## config.mk

```make
export PLATFORM = sky130hd
export DESIGN_NAME = ps2_scancode_decoder
export DESIGN_NICKNAME = d
export VERILOG_FILES = /design/src/rtl/ps2_pkg.sv /design/src/rtl/ps2_ascii_rom.sv /design/src/rtl/ps2_scancode_decoder.sv
export SDC_FILE = /design/constraint.sdc
export NUM_CORES = 1
export LEC_CHECK = 0
export BUFFER_PORTS_ARGS = -buffer_cell sky130_fd_sc_hd__buf_4
export CORE_AREA = 4 4 113 115
export CTS_CLUSTER_DIAMETER = 40
export CTS_CLUSTER_SIZE = 25
export DETAILED_ROUTE_END_ITERATION = 8
export DIE_AREA = 0 0 117 119
export PLACE_DENSITY = 0.66
export REMOVE_ABC_BUFFERS = 1
export SLEW_MARGIN = 0
export SYNTH_ARGS = -nofsm -noshare
export SYNTH_HDL_FRONTEND = slang
export SYNTH_HIERARCHICAL = 1
export SYNTH_SLANG_ARGS = --single-unit
```

## constraint.sdc

```tcl
create_clock -name clk -period 4.4 [get_ports clk]
set_clock_uncertainty 0.2 [all_clocks]
set_input_delay 0.66 -clock clk [delete_from_list [all_inputs] [get_ports clk]]
set_output_delay 0.66 -clock clk [all_outputs]
set_load 0.05 [all_outputs]
```

## src/rtl/ps2_pkg.sv

```systemverilog
// Shared scan-code constants and FSM encoding for the PS/2 scan-code decoder.
package ps2_pkg;

  localparam logic [7:0] SC_BRK    = 8'hF0;
  localparam logic [7:0] SC_EXT    = 8'hE0;
  localparam logic [7:0] SC_LSHIFT = 8'h12;
  localparam logic [7:0] SC_RSHIFT = 8'h59;
  localparam logic [7:0] SC_CTRL   = 8'h14;
  localparam logic [7:0] SC_CAPS   = 8'h58;
  localparam logic [7:0] SC_ENTER  = 8'h5A;
  localparam logic [7:0] SC_BKSP   = 8'h66;
  localparam logic [7:0] SC_SPACE  = 8'h29;
  localparam logic [7:0] SC_TAB    = 8'h0D;

  typedef enum logic [1:0] {
    ST_IDLE   = 2'd0,
    ST_POP    = 2'd1,
    ST_DECODE = 2'd2,
    ST_EMIT   = 2'd3
  } ps2_state_e;

endpackage

```

## src/rtl/ps2_ascii_rom.sv

```systemverilog
// Set-2 scan code to ASCII lookup; letters honour shift XOR caps, everything else shift only.
module ps2_ascii_rom
  import ps2_pkg::*;
(
  input  logic [7:0] code_i,
  input  logic       shift_i,
  input  logic       caps_i,
  output logic [7:0] ascii_o
);

  logic [7:0] lo;
  logic [7:0] hi;
  logic       alpha;

  always_comb begin
    lo    = 8'h00;
    hi    = 8'h00;
    alpha = 1'b0;
    case (code_i)
      8'h1C: begin lo = "a"; alpha = 1'b1; end
      8'h32: begin lo = "b"; alpha = 1'b1; end
      8'h21: begin lo = "c"; alpha = 1'b1; end
      8'h23: begin lo = "d"; alpha = 1'b1; end
      8'h24: begin lo = "e"; alpha = 1'b1; end
      8'h2B: begin lo = "f"; alpha = 1'b1; end
      8'h34: begin lo = "g"; alpha = 1'b1; end
      8'h33: begin lo = "h"; alpha = 1'b1; end
      8'h43: begin lo = "i"; alpha = 1'b1; end
      8'h3B: begin lo = "j"; alpha = 1'b1; end
      8'h42: begin lo = "k"; alpha = 1'b1; end
      8'h4B: begin lo = "l"; alpha = 1'b1; end
      8'h3A: begin lo = "m"; alpha = 1'b1; end
      8'h31: begin lo = "n"; alpha = 1'b1; end
      8'h44: begin lo = "o"; alpha = 1'b1; end
      8'h4D: begin lo = "p"; alpha = 1'b1; end
      8'h15: begin lo = "q"; alpha = 1'b1; end
      8'h2D: begin lo = "r"; alpha = 1'b1; end
      8'h1B: begin lo = "s"; alpha = 1'b1; end
      8'h2C: begin lo = "t"; alpha = 1'b1; end
      8'h3C: begin lo = "u"; alpha = 1'b1; end
      8'h2A: begin lo = "v"; alpha = 1'b1; end
      8'h1D: begin lo = "w"; alpha = 1'b1; end
      8'h22: begin lo = "x"; alpha = 1'b1; end
      8'h35: begin lo = "y"; alpha = 1'b1; end
      8'h1A: begin lo = "z"; alpha = 1'b1; end
      8'h16: begin lo = "1"; hi = "!"; end
      8'h1E: begin lo = "2"; hi = "@"; end
      8'h26: begin lo = "3"; hi = "#"; end
      8'h25: begin lo = "4"; hi = "$"; end
      8'h2E: begin lo = "5"; hi = "%"; end
      8'h36: begin lo = "6"; hi = "^"; end
      8'h3D: begin lo = "7"; hi = "&"; end
      8'h3E: begin lo = "8"; hi = "*"; end
      8'h46: begin lo = "9"; hi = "("; end
      8'h45: begin lo = "0"; hi = ")"; end
      8'h0E: begin lo = 8'h60; hi = "~"; end
      8'h4E: begin lo = "-"; hi = "_"; end
      8'h55: begin lo = "="; hi = "+"; end
      8'h54: begin lo = "["; hi = "{"; end
      8'h5B: begin lo = "]"; hi = "}"; end
      8'h5D: begin lo = "\\"; hi = "|"; end
      8'h4C: begin lo = ";"; hi = ":"; end
      8'h52: begin lo = "'"; hi = "\""; end
      8'h41: begin lo = ","; hi = "<"; end
      8'h49: begin lo = "."; hi = ">"; end
      8'h4A: begin lo = "/"; hi = "?"; end
      SC_ENTER: begin lo = 8'h0D; hi = 8'h0D; end
      SC_BKSP:  begin lo = 8'h08; hi = 8'h08; end
      SC_SPACE: begin lo = 8'h20; hi = 8'h20; end
      SC_TAB:   begin lo = 8'h09; hi = 8'h09; end
      default:  begin lo = 8'h00; hi = 8'h00; end
    endcase
    // Upper-case letter is the lower-case code with bit 5 cleared
    if (alpha) hi = lo & 8'hDF;
    if (alpha) ascii_o = (shift_i ^ caps_i) ? hi : lo;
    else       ascii_o = shift_i ? hi : lo;
  end

endmodule

```

## src/rtl/ps2_scancode_decoder.sv

```systemverilog
// Pops PS/2 FIFO bytes, folds E0/F0 prefixes into key events, tracks modifiers and holds each event until acked.
//  state  | meaning
//  IDLE   | waiting for a FIFO byte; prefix timeout runs here
//  POP    | latch FIFO head, pop strobe low for this cycle
//  DECODE | classify byte: prefix, or form event and update modifiers/count
//  EMIT   | event held valid until ev_ack
module ps2_scancode_decoder
  import ps2_pkg::*;
#(
  parameter int CNT_W      = 12,
  parameter bit EMIT_BREAK = 1'b1,
  parameter int PFX_TMO    = 1000000
) (
  input  logic             clk,
  input  logic             rst,
  input  logic [7:0]       kb_data,
  input  logic             kb_ready,
  output logic             kb_next_n,
  output logic             ev_valid,
  input  logic             ev_ack,
  output logic [7:0]       ev_code,
  output logic             ev_ext,
  output logic             ev_break,
  output logic [7:0]       ev_ascii,
  output logic             mod_shift,
  output logic             mod_ctrl,
  output logic             caps_lock,
  output logic             enter_pulse,
  output logic [CNT_W-1:0] key_count
);

  localparam int TMO_W = $clog2(PFX_TMO + 1);

  ps2_state_e       state_q, state_d;
  logic [7:0]       byte_q;
  logic             brk_pend_q, ext_pend_q;
  logic [TMO_W-1:0] tmo_q;
  logic             lshift_q, rshift_q, lctrl_q, rctrl_q;
  logic             caps_q, caps_held_q;
  logic [7:0]       ev_code_q, ev_ascii_q;
  logic             ev_ext_q, ev_break_q;
  logic [CNT_W-1:0] key_count_q;

  logic             is_prefix, is_make;
  logic [7:0]       rom_ascii, ascii_now;

  assign is_prefix = (byte_q == SC_BRK) || (byte_q == SC_EXT);
  assign is_make   = !brk_pend_q;
  assign mod_shift = lshift_q | rshift_q;
  assign mod_ctrl  = lctrl_q | rctrl_q;
  assign ascii_now = (brk_pend_q || ext_pend_q || mod_ctrl) ? 8'h00 : rom_ascii;

  ps2_ascii_rom u_rom (
    .code_i  (byte_q),
    .shift_i (mod_shift),
    .caps_i  (caps_q),
    .ascii_o (rom_ascii)
  );

  always_ff @(posedge clk) begin
    if (rst) state_q <= ST_IDLE;
    else     state_q <= state_d;
  end

  always_comb begin
    state_d = state_q;
    case (state_q)
      ST_IDLE:   if (kb_ready) state_d = ST_POP;
      ST_POP:    state_d = ST_DECODE;
      ST_DECODE: begin
        if (is_prefix)                      state_d = ST_IDLE;
        else if (brk_pend_q && !EMIT_BREAK) state_d = ST_IDLE;
        else                                state_d = ST_EMIT;
      end
      ST_EMIT:   if (ev_ack) state_d = ST_IDLE;
      default:   state_d = ST_IDLE;
    endcase
  end

  always_comb begin
    kb_next_n   = (state_q != ST_POP);
    ev_valid    = (state_q == ST_EMIT);
    enter_pulse = (state_q == ST_DECODE) && (byte_q == SC_ENTER) && is_make;
  end

  always_ff @(posedge clk) begin
    if (rst) begin
      byte_q      <= 8'h00;
      brk_pend_q  <= 1'b0;
      ext_pend_q  <= 1'b0;
      tmo_q       <= '0;
      lshift_q    <= 1'b0;
      rshift_q    <= 1'b0;
      lctrl_q     <= 1'b0;
      rctrl_q     <= 1'b0;
      caps_q      <= 1'b0;
      caps_held_q <= 1'b0;
      ev_code_q   <= 8'h00;
      ev_ascii_q  <= 8'h00;
      ev_ext_q    <= 1'b0;
      ev_break_q  <= 1'b0;
      key_count_q <= '0;
    end else begin
      if (state_q == ST_POP) byte_q <= kb_data;
      if (state_q == ST_DECODE) begin
        if (byte_q == SC_BRK) begin
          brk_pend_q <= 1'b1;
          tmo_q      <= TMO_W'(PFX_TMO);
        end else if (byte_q == SC_EXT) begin
          ext_pend_q <= 1'b1;
          tmo_q      <= TMO_W'(PFX_TMO);
        end else begin
          ev_code_q  <= byte_q;
          ev_ext_q   <= ext_pend_q;
          ev_break_q <= brk_pend_q;
          ev_ascii_q <= ascii_now;
          brk_pend_q <= 1'b0;
          ext_pend_q <= 1'b0;
          if (!ext_pend_q && byte_q == SC_LSHIFT) lshift_q <= is_make;
          if (!ext_pend_q && byte_q == SC_RSHIFT) rshift_q <= is_make;
          if (byte_q == SC_CTRL) begin
            if (ext_pend_q) rctrl_q <= is_make;
            else            lctrl_q <= is_make;
          end
          // Typematic repeats of caps arrive while still held and must not re-toggle
          if (!ext_pend_q && byte_q == SC_CAPS) begin
            if (is_make) begin
              if (!caps_held_q) caps_q <= ~caps_q;
              caps_held_q <= 1'b1;
            end else begin
              caps_held_q <= 1'b0;
            end
          end
          if (is_make && ascii_now != 8'h00) key_count_q <= key_count_q + 1'b1;
        end
      end else if (state_q == ST_IDLE && (brk_pend_q || ext_pend_q) && !kb_ready) begin
        if (tmo_q == '0) begin
          brk_pend_q <= 1'b0;
          ext_pend_q <= 1'b0;
        end else begin
          tmo_q <= tmo_q - TMO_W'(1);
        end
      end
    end
  end

  assign ev_code   = ev_code_q;
  assign ev_ascii  = ev_ascii_q;
  assign ev_ext    = ev_ext_q;
  assign ev_break  = ev_break_q;
  assign caps_lock = caps_q;
  assign key_count = key_count_q;

endmodule
```

==> results.json, run 1 <==
{
  "layout.nets": 680,
  "grt_pass1_wl_um": 22800,
  "core_um2": 11800,
  "cp-start-kind": "flop",
  "rsz0062_at_grt": "false",
  "gp_congestion": 0.955,
  "async_reset_ff_frac": 0,
  "pwr-share-clk": 0.451,
  "critical_path.max_fanout": 10,
  "io_buffers": 47,
  "synthesis.instances": 609,
  "fin_crit_sh": 0.911,
  "ir_drop_v": 0.000233,
  "rows": 40,
  "syn_area_per_cell_um2": 7.64,
  "globalRouteOverflowTotal": 0,
  "hold_violations": 0,
  "insertion_delay_ns": 0.32,
  "status": "finished clean",
  "final_layout_size_suffix_gt1_frac": 0.203,
  "remaining_drc_errors": 0,
  "finalWirelength_um": 14200,
  "die_h_um": 119,
  "synth_most_common_cell": "dfxtp_1",
  "slew_violations": 0,
  "setup_tns_ns": 0,
  "clock_sinks": 68,
  "via_per_inst": 6.03,
  "period_needed_ns": 4.01,
  "end_kind": "flop",
  "drt_pass1_iterations": 5,
  "clock.fmax_ghz": 0.250,
  "synth_ff_type": "dfxtp_1",
  "yosys_warnings": 6,
  "setup_viol": 0,
  "wl_per_cell_um": 17.4,
  "yosys.area.top_type": "dfxtp_1",
  "initial_utilization": 0.394,
  "grt_antenna_before_repair": 0,
  "dp_cells": 799,
  "max_cap_violations": 0,
  "syn_to_final_growth_pct": 19.6,
  "synth_common_cells": "68 x dfxtp_1, 62 x nand2_1, 60 x a21oi_1",
  "relSlewSlack": 0.561,
  "yosysUniqueCellTypes": 82,
  "clock-root-buffer": "clkbuf_16",
  "whs_ns": 0.270,
  "leakage_nw": 2.07,
  "htreeDepth": 3,
  "clockBufferDepth": 2,
  "ys_seq_area_frac": 0.293,
  "r2r-start": "byte_q[7]$_SDFFE_PP0N_",
  "power_frac_seq": 0.379,
  "nFillCells": 1162,
  "grt.total_usage": 0.201,
  "vias": 4928,
  "die_w_um": 117,
  "ant_nets": 0,
  "p_comb_frac": 0.170,
  "cts_tree": "done",
  "die_area_um2": 13900,
  "p_int_mw": 1.25,
  "worstPathRequired_ns": 4.45,
  "arrival_ns": 4.06,
  "synth_top_area_share": 0.293,
  "switching_share": 0.282,
  "synth_edf_count": 0,
  "power_switching_mw": 0.489,
  "clkTransAtPathRegs_ns": 0.06,
  "synth.area.top_cells": "dfxtp_1 29%, a21oi_1 6.5%, nand2_1 5.0%",
  "synth-seq-cells": 68,
  "grt_pass1_vias": 4419,
  "worstMarginPinSlew_ns": 0.657,
  "fin_total_pwr_mw": 1.74,
  "crit_type": "reg -> reg",
  "dpl.hpwl_um": 10400,
  "drtIter0Drc": 416,
  "numCtsBuffers": 9,
  "grt_max_degree": 60,
  "ctsHoldBuffers": 0,
  "hp-class": "reg -> reg",
  "cp-startpoint": "byte_q[7]$_SDFFE_PP0N_",
  "min_from": "ev_code[3]$_SDFFE_PP0P_",
  "powerDensity_nw_per_um2": 312,
  "diodes": 0,
  "synth_area_um2": 4650,
  "io-pin-count": 48,
  "stdcell_count": 817
}
[path summary, 6_finish.rpt]
path,slack [ns],cells past startpoint,to
hold reg to reg,0.27,2,ev_code[3]$_SDFFE_PP0P_
hold / removal,0.27,2,ev_code[3]$_SDFFE_PP0P_
setup reg to reg,0.39,13,key_count[11]$_SDFFE_PP0P_
setup / recovery,0.39,13,key_count[11]$_SDFFE_PP0P_
[power by group through the flow]
stage	sequential, mW	combinational [mW]	clock [mW]
after floorplan	0.686	0.164	0
after global placement	0.670	0.289	0
after detailed placement	0.671	0.289	0
after CTS	0.657	0.291	0.798
after global routing	0.661	0.322	0.836
final	0.658	0.295	0.782
[cells in the final DEF (no fill, tap or decap), types with 17 or more instances in the layout]
cell	n
nor2_1	54
a21oi_1	60
nor3_1	17
or4_1	18
buf_4	89
nand3_1	17
o21ai_0	22
nand2_1	62
dfxtp_1	67
[sequential cells by signal, indices dropped and copies added, names as in the netlist, 2 cells and up]
register and flops:
tmo_q 20, key_count 12, byte_q 8, ev_ascii 8, ev_code 8, state_q 2
[metrics by stage]
stage	worst slack (ns)	utilization	instance area [um2]
2_1_floorplan	0.568	-	4380
3_3_place_gp	0.368	0.442	5220
3_5_place_dp	0.279	0.442	5220
4_1_cts	0.218	0.470	5550
5_1_grt	0.101	0.471	5560
6_report	0.393	0.471	5560
[critical path, stage by stage (launching register included)]
cell and delay [ns]:
dfxtp_1 0.44, buf_4 0.24, or4b_1 0.67, or3_1 0.42, nor2_1 0.18, a311o_1 0.16, or4_4 0.14, o21ai_0 0.08
a21oi_1 0.19, nor4_1 0.07, a21boi_2 0.16, nand4_1 0.26, or4_1 0.58, a21oi_1 0.15
[cell type report]
type | count | area [um2] | area share
Multi-Input combinational cell | 486 | 2980 | 0.536
Sequential cell | 68 | 1360 | 0.245
Timing Repair Buffer | 89 | 668 | 0.120
Clock buffer | 10 | 239 | 0.0430
Tap cell | 147 | 184 | 0.0331
Clock inverter | 6 | 87.6 | 0.0157
Inverter | 11 | 41.3 | 0.00742
[kinds of logic after synthesis]
logic type / share of synthesized area
AOI/OAI and AO/OA: 0.240
adders and majority gates: 0.00807
muxes: 0.0172
DFF: 0.293
buffers and inverters: 0.0678
other: 0.000806
xor gates and xnor gates: 0.0188
and+or+nand+nor: 0.354
[layer usage]
metal,vias to the layer above,share of wire,routed length [um],track usage
li1,2396,-,-,-
met1,2327,0.49,6960,0.297
met2,161,0.42,5920,0.280
met3,44,0.053,747,0.0447
met4,0,0.040,564,0.0810
met5,-,0,0,0
[what timing repair did]
item                                    CTS  global route
endpoints found under the setup margin    0             5
gates resized for setup                   0             1
buffers inserted                          0             2
No activity file was read; power rests on OpenSTA's default activity.
==> run 2, diff against run 1 <==
Settings changed: RECOVER_POWER set to 100.
==> results.json, run 2 (synthesis results as in run 1) <==
{
  "cp-start-kind": "flop",
  "ant_nets": 0,
  "remaining_drc_errors": 0,
  "largest_register_ff_count": 20,
  "dpl.hpwl_um": 10400,
  "hp-class": "reg -> reg",
  "power_frac_seq": 0.381,
  "met3_usage": 0.0447,
  "die_area_um2": 13900,
  "vias": 4954,
  "crit_type": "reg -> reg",
  "via_per_inst": 6.06,
  "relSlewSlack": 0.152,
  "ir_drop_v": 0.000234,
  "r2r_slack_ns": 0.38,
  "grt_max_degree": 60,
  "clock-root-buffer": "clkbuf_16",
  "numCtsBuffers": 9,
  "clock_sinks": 68,
  "die_w_um": 117,
  "layout.nets": 680,
  "cp_top_family": "simple AND/OR/NAND/NOR gates",
  "top_usage_layer": "met1",
  "grt_pass1_vias": 4419,
  "drt_pass1_iterations": 5,
  "final_cell_mix": "67 x dfxtp_1, 62 x nand2_1, 60 x a21oi_1, 54 x nor2_1, 50 x buf_4",
  "timing.rr.end": "key_count[11]$_SDFFE_PP0P_",
  "syn_to_final_growth_pct": 15.7,
  "mostFrequentLayoutCell": "dfxtp_1",
  "setup_tns_ns": 0,
  "p_comb_frac": 0.166,
  "slowest_stage": "or4b_1",
  "use_met2": 0.280,
  "clkTransAtPathRegs_ns": 0.06,
  "crit_buf_inv": 1,
  "gp_congestion": 0.955,
  "grt_antenna_before_repair": 0,
  "slowest_delay_ns": 0.67,
  "die_h_um": 119,
  "met1_usage": 0.297,
  "rsz0062_at_grt": "false",
  "core_um2": 11800,
  "r2r-start": "byte_q[7]$_SDFFE_PP0N_",
  "status": "finished clean",
  "arrival_ns": 4.08,
  "drtIter0Drc": 383,
  "pwr-share-clk": 0.453,
  "power_switching_mw": 0.486,
  "rows": 40,
  "cts_tree": "done",
  "hold_violations": 0,
  "grt_pass1_wl_um": 22800,
  "holdPathStages": 2,
  "clockBufferDepth": 2,
  "min_from": "ev_break$_SDFFE_PP0P_",
  "critical_path.max_fanout": 10,
  "clock.fmax_ghz": 0.249,
  "io_buffers": 47,
  "period_needed_ns": 4.02,
  "io-pin-count": 48,
  "htreeDepth": 3,
  "setup_viol": 0,
  "end_kind": "flop",
  "rr_worst_depth": 13,
  "top_register": "tmo_q",
  "diodes": 0,
  "initial_utilization": 0.394,
  "switching_share": 0.281,
  "slew_violations": 0,
  "insertion_delay_ns": 0.33,
  "dp_cells": 799,
  "stdcell_count": 817,
  "powerDensity_nw_per_um2": 321,
  "holdPathEnd": "ev_break$_SDFFE_PP0P_",
  "worstPathRequired_ns": 4.45,
  "leakage_nw": 1.91,
  "p_int_mw": 1.24,
  "worstMarginPinSlew_ns": 1.27,
  "fin_crit_sh": 0.914,
  "grt.total_usage": 0.201,
  "max_cap_violations": 0,
  "path_cells": "buf_4 > or4b_1 > or3_1 > nor2_1 > a311o_1 > or4_1 > o21ai_0 > a21oi_1 > nor4_1 > a21boi_2 > nand4_1 > or4_1 > a21oi_1",
  "globalRouteOverflowTotal": 0,
  "finalWirelength_um": 14300,
  "final_layout_size_suffix_gt1_frac": 0.134,
  "wl_per_cell_um": 17.5
}
run 2: changes by cell type in the layout (fill, tap and decap cells not counted), sizes merged:
cell | previous run | this run
buf | 89 | 50
clkbuf | 10 | 49
run 2: timing repair:
item / CTS / global route
hold buffers: 0 / 0
endpoints found under the setup margin: 0 / 5
gates resized for setup: 0 / 1
buffers inserted: 0 / 2
run 2: power groups by stage:
| stage | sequential [mW] | clock [mW] | combinational (mW) |
|---|---|---|---|
| 6_report | 0.658 | 0.782 | 0.286 |
| 5_1_grt | 0.661 | 0.836 | 0.312 |
| 4_1_cts | 0.657 | 0.798 | 0.291 |
| 3_5_place_dp | 0.671 | 0 | 0.289 |
| 3_3_place_gp | 0.670 | 0 | 0.289 |
| 2_1_floorplan | 0.686 | 0 | 0.164 |
run 2: area by class of cell:
class	count	area, um2
fill	1219	6430
multi-input combinational	486	2940
sequential	68	1360
timing repair buffer	89	526
clock buffer	10	239
tap	147	184
clock inverter	6	87.6
inverter	11	41.3
run 2: tightest hold or removal path, cell delays in order, from the launching register on:
cell,delay (ns)
dfxtp_1,0.32
nand2_1,0.05
a21oi_1,0.05
run 2: worst max-delay path by stage:
stage	startpoint	endpoint	slack, ns	depth (start not counted)
global placement	byte_q[7]$_SDFFE_PP0N_	key_count[8]$_SDFFE_PP0P_	0.37	14
global route	byte_q[7]$_SDFFE_PP0N_	key_count[9]$_SDFFE_PP0P_	0.05	13
finish	byte_q[7]$_SDFFE_PP0N_	key_count[11]$_SDFFE_PP0P_	0.38	13
floorplan	byte_q[0]$_SDFFE_PP0N_	key_count[11]$_SDFFE_PP0P_	0.57	12
CTS	byte_q[1]$_SDFFE_PP0N_	key_count[8]$_SDFFE_PP0P_	0.22	12
detailed placement	byte_q[1]$_SDFFE_PP0N_	key_count[8]$_SDFFE_PP0P_	0.28	12
run 2: per-stage QoR:
stage | utilization | setup WS (ns) | power [mW] | instance area [um2] | hold slack [ns]
after floorplan | - | 0.568 | 0.850 | 4380 | 0.246
after global placement | 0.442 | 0.368 | 0.958 | 5220 | 0.250
after detailed placement | 0.442 | 0.279 | 0.959 | 5220 | 0.252
after CTS | 0.470 | 0.218 | 1.75 | 5550 | 0.265
after global routing | 0.456 | 0.0548 | 1.81 | 5380 | 0.280
final | 0.456 | 0.378 | 1.73 | 5380 | 0.267
run 2: routing by layer:
metal  up-vias  part of all wire
li1       2397                 -
met3        44             0.064
met4         0             0.038
met5         -                 0
met1      2322              0.48
met2       191              0.42
==> run 3, diff against run 2 <==
Settings changed: PLACE_DENSITY 0.66 to 0.68.
Clock period 4.4 ns to 3.63 ns, I/O delays scaled along.
==> results.json, run 3 (synthesis results as in run 1) <==
{
  "finalWirelength_um": 15300,
  "timing.rr.end": "key_count[11]$_SDFFE_PP0P_",
  "final_layout_size_suffix_gt1_frac": 0.255,
  "stdcell_count": 881,
  "critical_path.max_fanout": 7,
  "nFillCells": 1192,
  "r2r-start": "byte_q[4]$_SDFFE_PP0N_",
  "mostFrequentLayoutCell": "buf_4",
  "cts_tree": "done",
  "r2r_slack_ns": 0.07,
  "die_h_um": 119,
  "ir_drop_v": 0.000267,
  "grt_pass1_wl_um": 24000,
  "clkTransAtPathRegs_ns": 0.06,
  "clock_sinks": 68,
  "top_register": "tmo_q",
  "rows": 40,
  "cp-startpoint": "byte_q[4]$_SDFFE_PP0N_",
  "globalRouteOverflowTotal": 0,
  "grt_max_degree": 60,
  "crit_type": "reg -> reg",
  "io_buffers": 47,
  "drt_pass1_iterations": 7,
  "ant_nets": 0,
  "dpl.hpwl_um": 11200,
  "insertion_delay_ns": 0.34,
  "clock.fmax_ghz": 0.281,
  "dp_cells": 854,
  "rsz0062_at_grt": "true",
  "design_area_um2": 6030,
  "drtIter0Drc": 580,
  "worstPathRequired_ns": 3.70,
  "syn_to_final_growth_pct": 29.7,
  "rr_worst_depth": 14,
  "grt.total_usage": 0.212,
  "hold_violations": 0,
  "leakage_nw": 2.27,
  "grt_antenna_before_repair": 0,
  "via_per_inst": 5.93,
  "io-pin-count": 48,
  "numCtsBuffers": 9,
  "wl_per_cell_um": 17.4,
  "remaining_drc_errors": 0,
  "setup_ws_ns": 0.0688,
  "slew_violations": 0,
  "max_cap_violations": 0,
  "largest_register_ff_count": 20,
  "ctsHoldBuffers": 0,
  "final_cell_mix": "110 x buf_4, 62 x nand2_1, 61 x dfxtp_1, 57 x a21oi_1, 53 x nor2_1",
  "status": "finished clean",
  "whs_ns": 0.251,
  "setup_viol": 0,
  "core_um2": 11800,
  "relSlewSlack": 0.176,
  "end_kind": "flop",
  "die_w_um": 117,
  "gp_congestion": 0.998,
  "die_area_um2": 13900,
  "cp-start-kind": "flop",
  "critPathCapture": "key_count[11]$_SDFFE_PP0P_",
  "worstMarginPinSlew_ns": 1.20,
  "vias": 5227,
  "arrival_ns": 3.63,
  "powerDensity_nw_per_um2": 347,
  "initial_utilization": 0.394,
  "htreeDepth": 3,
  "diodes": 0,
  "min_from": "kb_data[1]",
  "period_needed_ns": 3.56,
  "grt_pass1_vias": 4763,
  "pre_cts_slack_ns": -0.0664,
  "clock-root-buffer": "clkbuf_16",
  "hp-class": "in -> reg",
  "clockBufferDepth": 2,
  "dpl_cell_area_um2": 5660,
  "layout.nets": 744,
  "fin_crit_sh": 0.981
}
[run 3: cell count changes in the layout (fill, tap and decap cells not counted), moves of 3 or more]
| cell | change |
|---|---|
| dfxtp_1 | -6 |
| nor4_1 | -3 |
| dfxtp_2 | +4 |
| a21oi_1 | -3 |
| or4_1 | -4 |
| buf_4 | +60 |
| a21oi_2 | +3 |
| or4_4 | +4 |
| o21ai_2 | +4 |
[run 3: through the flow]
stage	power [mW]	TNS, ns	utilization
6_report	2.09	0	0.511
5_1_grt	2.19	-0.198	0.511
4_1_cts	2.10	0	0.505
3_5_place_dp	1.21	-0.301	0.479
3_3_place_gp	1.20	0	0.479
2_1_floorplan	1.03	-0.976	-
[run 3: worst min path at each step]
stage	to	slack, ns	cells after the start
floorplan	tmo_q[12]$_SDFFE_PP0P_	0.25	2
global placement	ev_code[1]$_SDFFE_PP0P_	0.25	2
detailed placement	ev_code[6]$_SDFFE_PP0P_	0.25	2
CTS	byte_q[1]$_SDFFE_PP0N_	0.25	3
global route	byte_q[1]$_SDFFE_PP0N_	0.25	3
finish	byte_q[1]$_SDFFE_PP0N_	0.25	3
[run 3: final cells by class]
cell class	instances	area [um2]	share of cell area
Tap cell	147	184	0.0305
Clock buffer	10	239	0.0396
Timing Repair Buffer	153	1060	0.175
Sequential cell	68	1380	0.228
Multi-Input combinational cell	486	3070	0.509
Inverter	11	41.3	0.00684
Clock inverter	6	63.8	0.0106
[run 3: worst max-delay path: stages, from the launching register on]
cell,delay (ns)
dfxtp_4,0.35
buf_12,0.13
or4b_4,0.55
or3_4,0.42
nor2_4,0.12
a311o_1,0.14
or4_4,0.15
o21ai_2,0.07
a21oi_2,0.16
nor4_2,0.07
a21boi_2,0.17
nand4_1,0.13
buf_6,0.18
or4_4,0.52
a21oi_2,0.13
[run 3: what timing repair did]
item | in CTS | in global routing
endpoints found under the setup margin | 9 | 12
resized for setup | 4 | 35
buffers inserted | 0 | 10
pin swaps | 2 | 18
gates cloned | 0 | 1
[run 3: routing by layer]
layer / GRT usage / wire length (um) / vias to the layer above
met5: 0 / 0 / -
li1: - / - / 2527
met3: 0.0447 / 980 / 25
met1: 0.304 / 7130 / 2480
met4: 0.0631 / 334 / 0
met2: 0.316 / 6860 / 195
[run 3: where the power goes]
part	switching (mW)	total (mW)	internal, mW	leakage, nW
registers	0.0284	0.794	0.765	0.553
logic	0.250	0.416	0.165	1.57
clock network	0.335	0.884	0.549	0.144
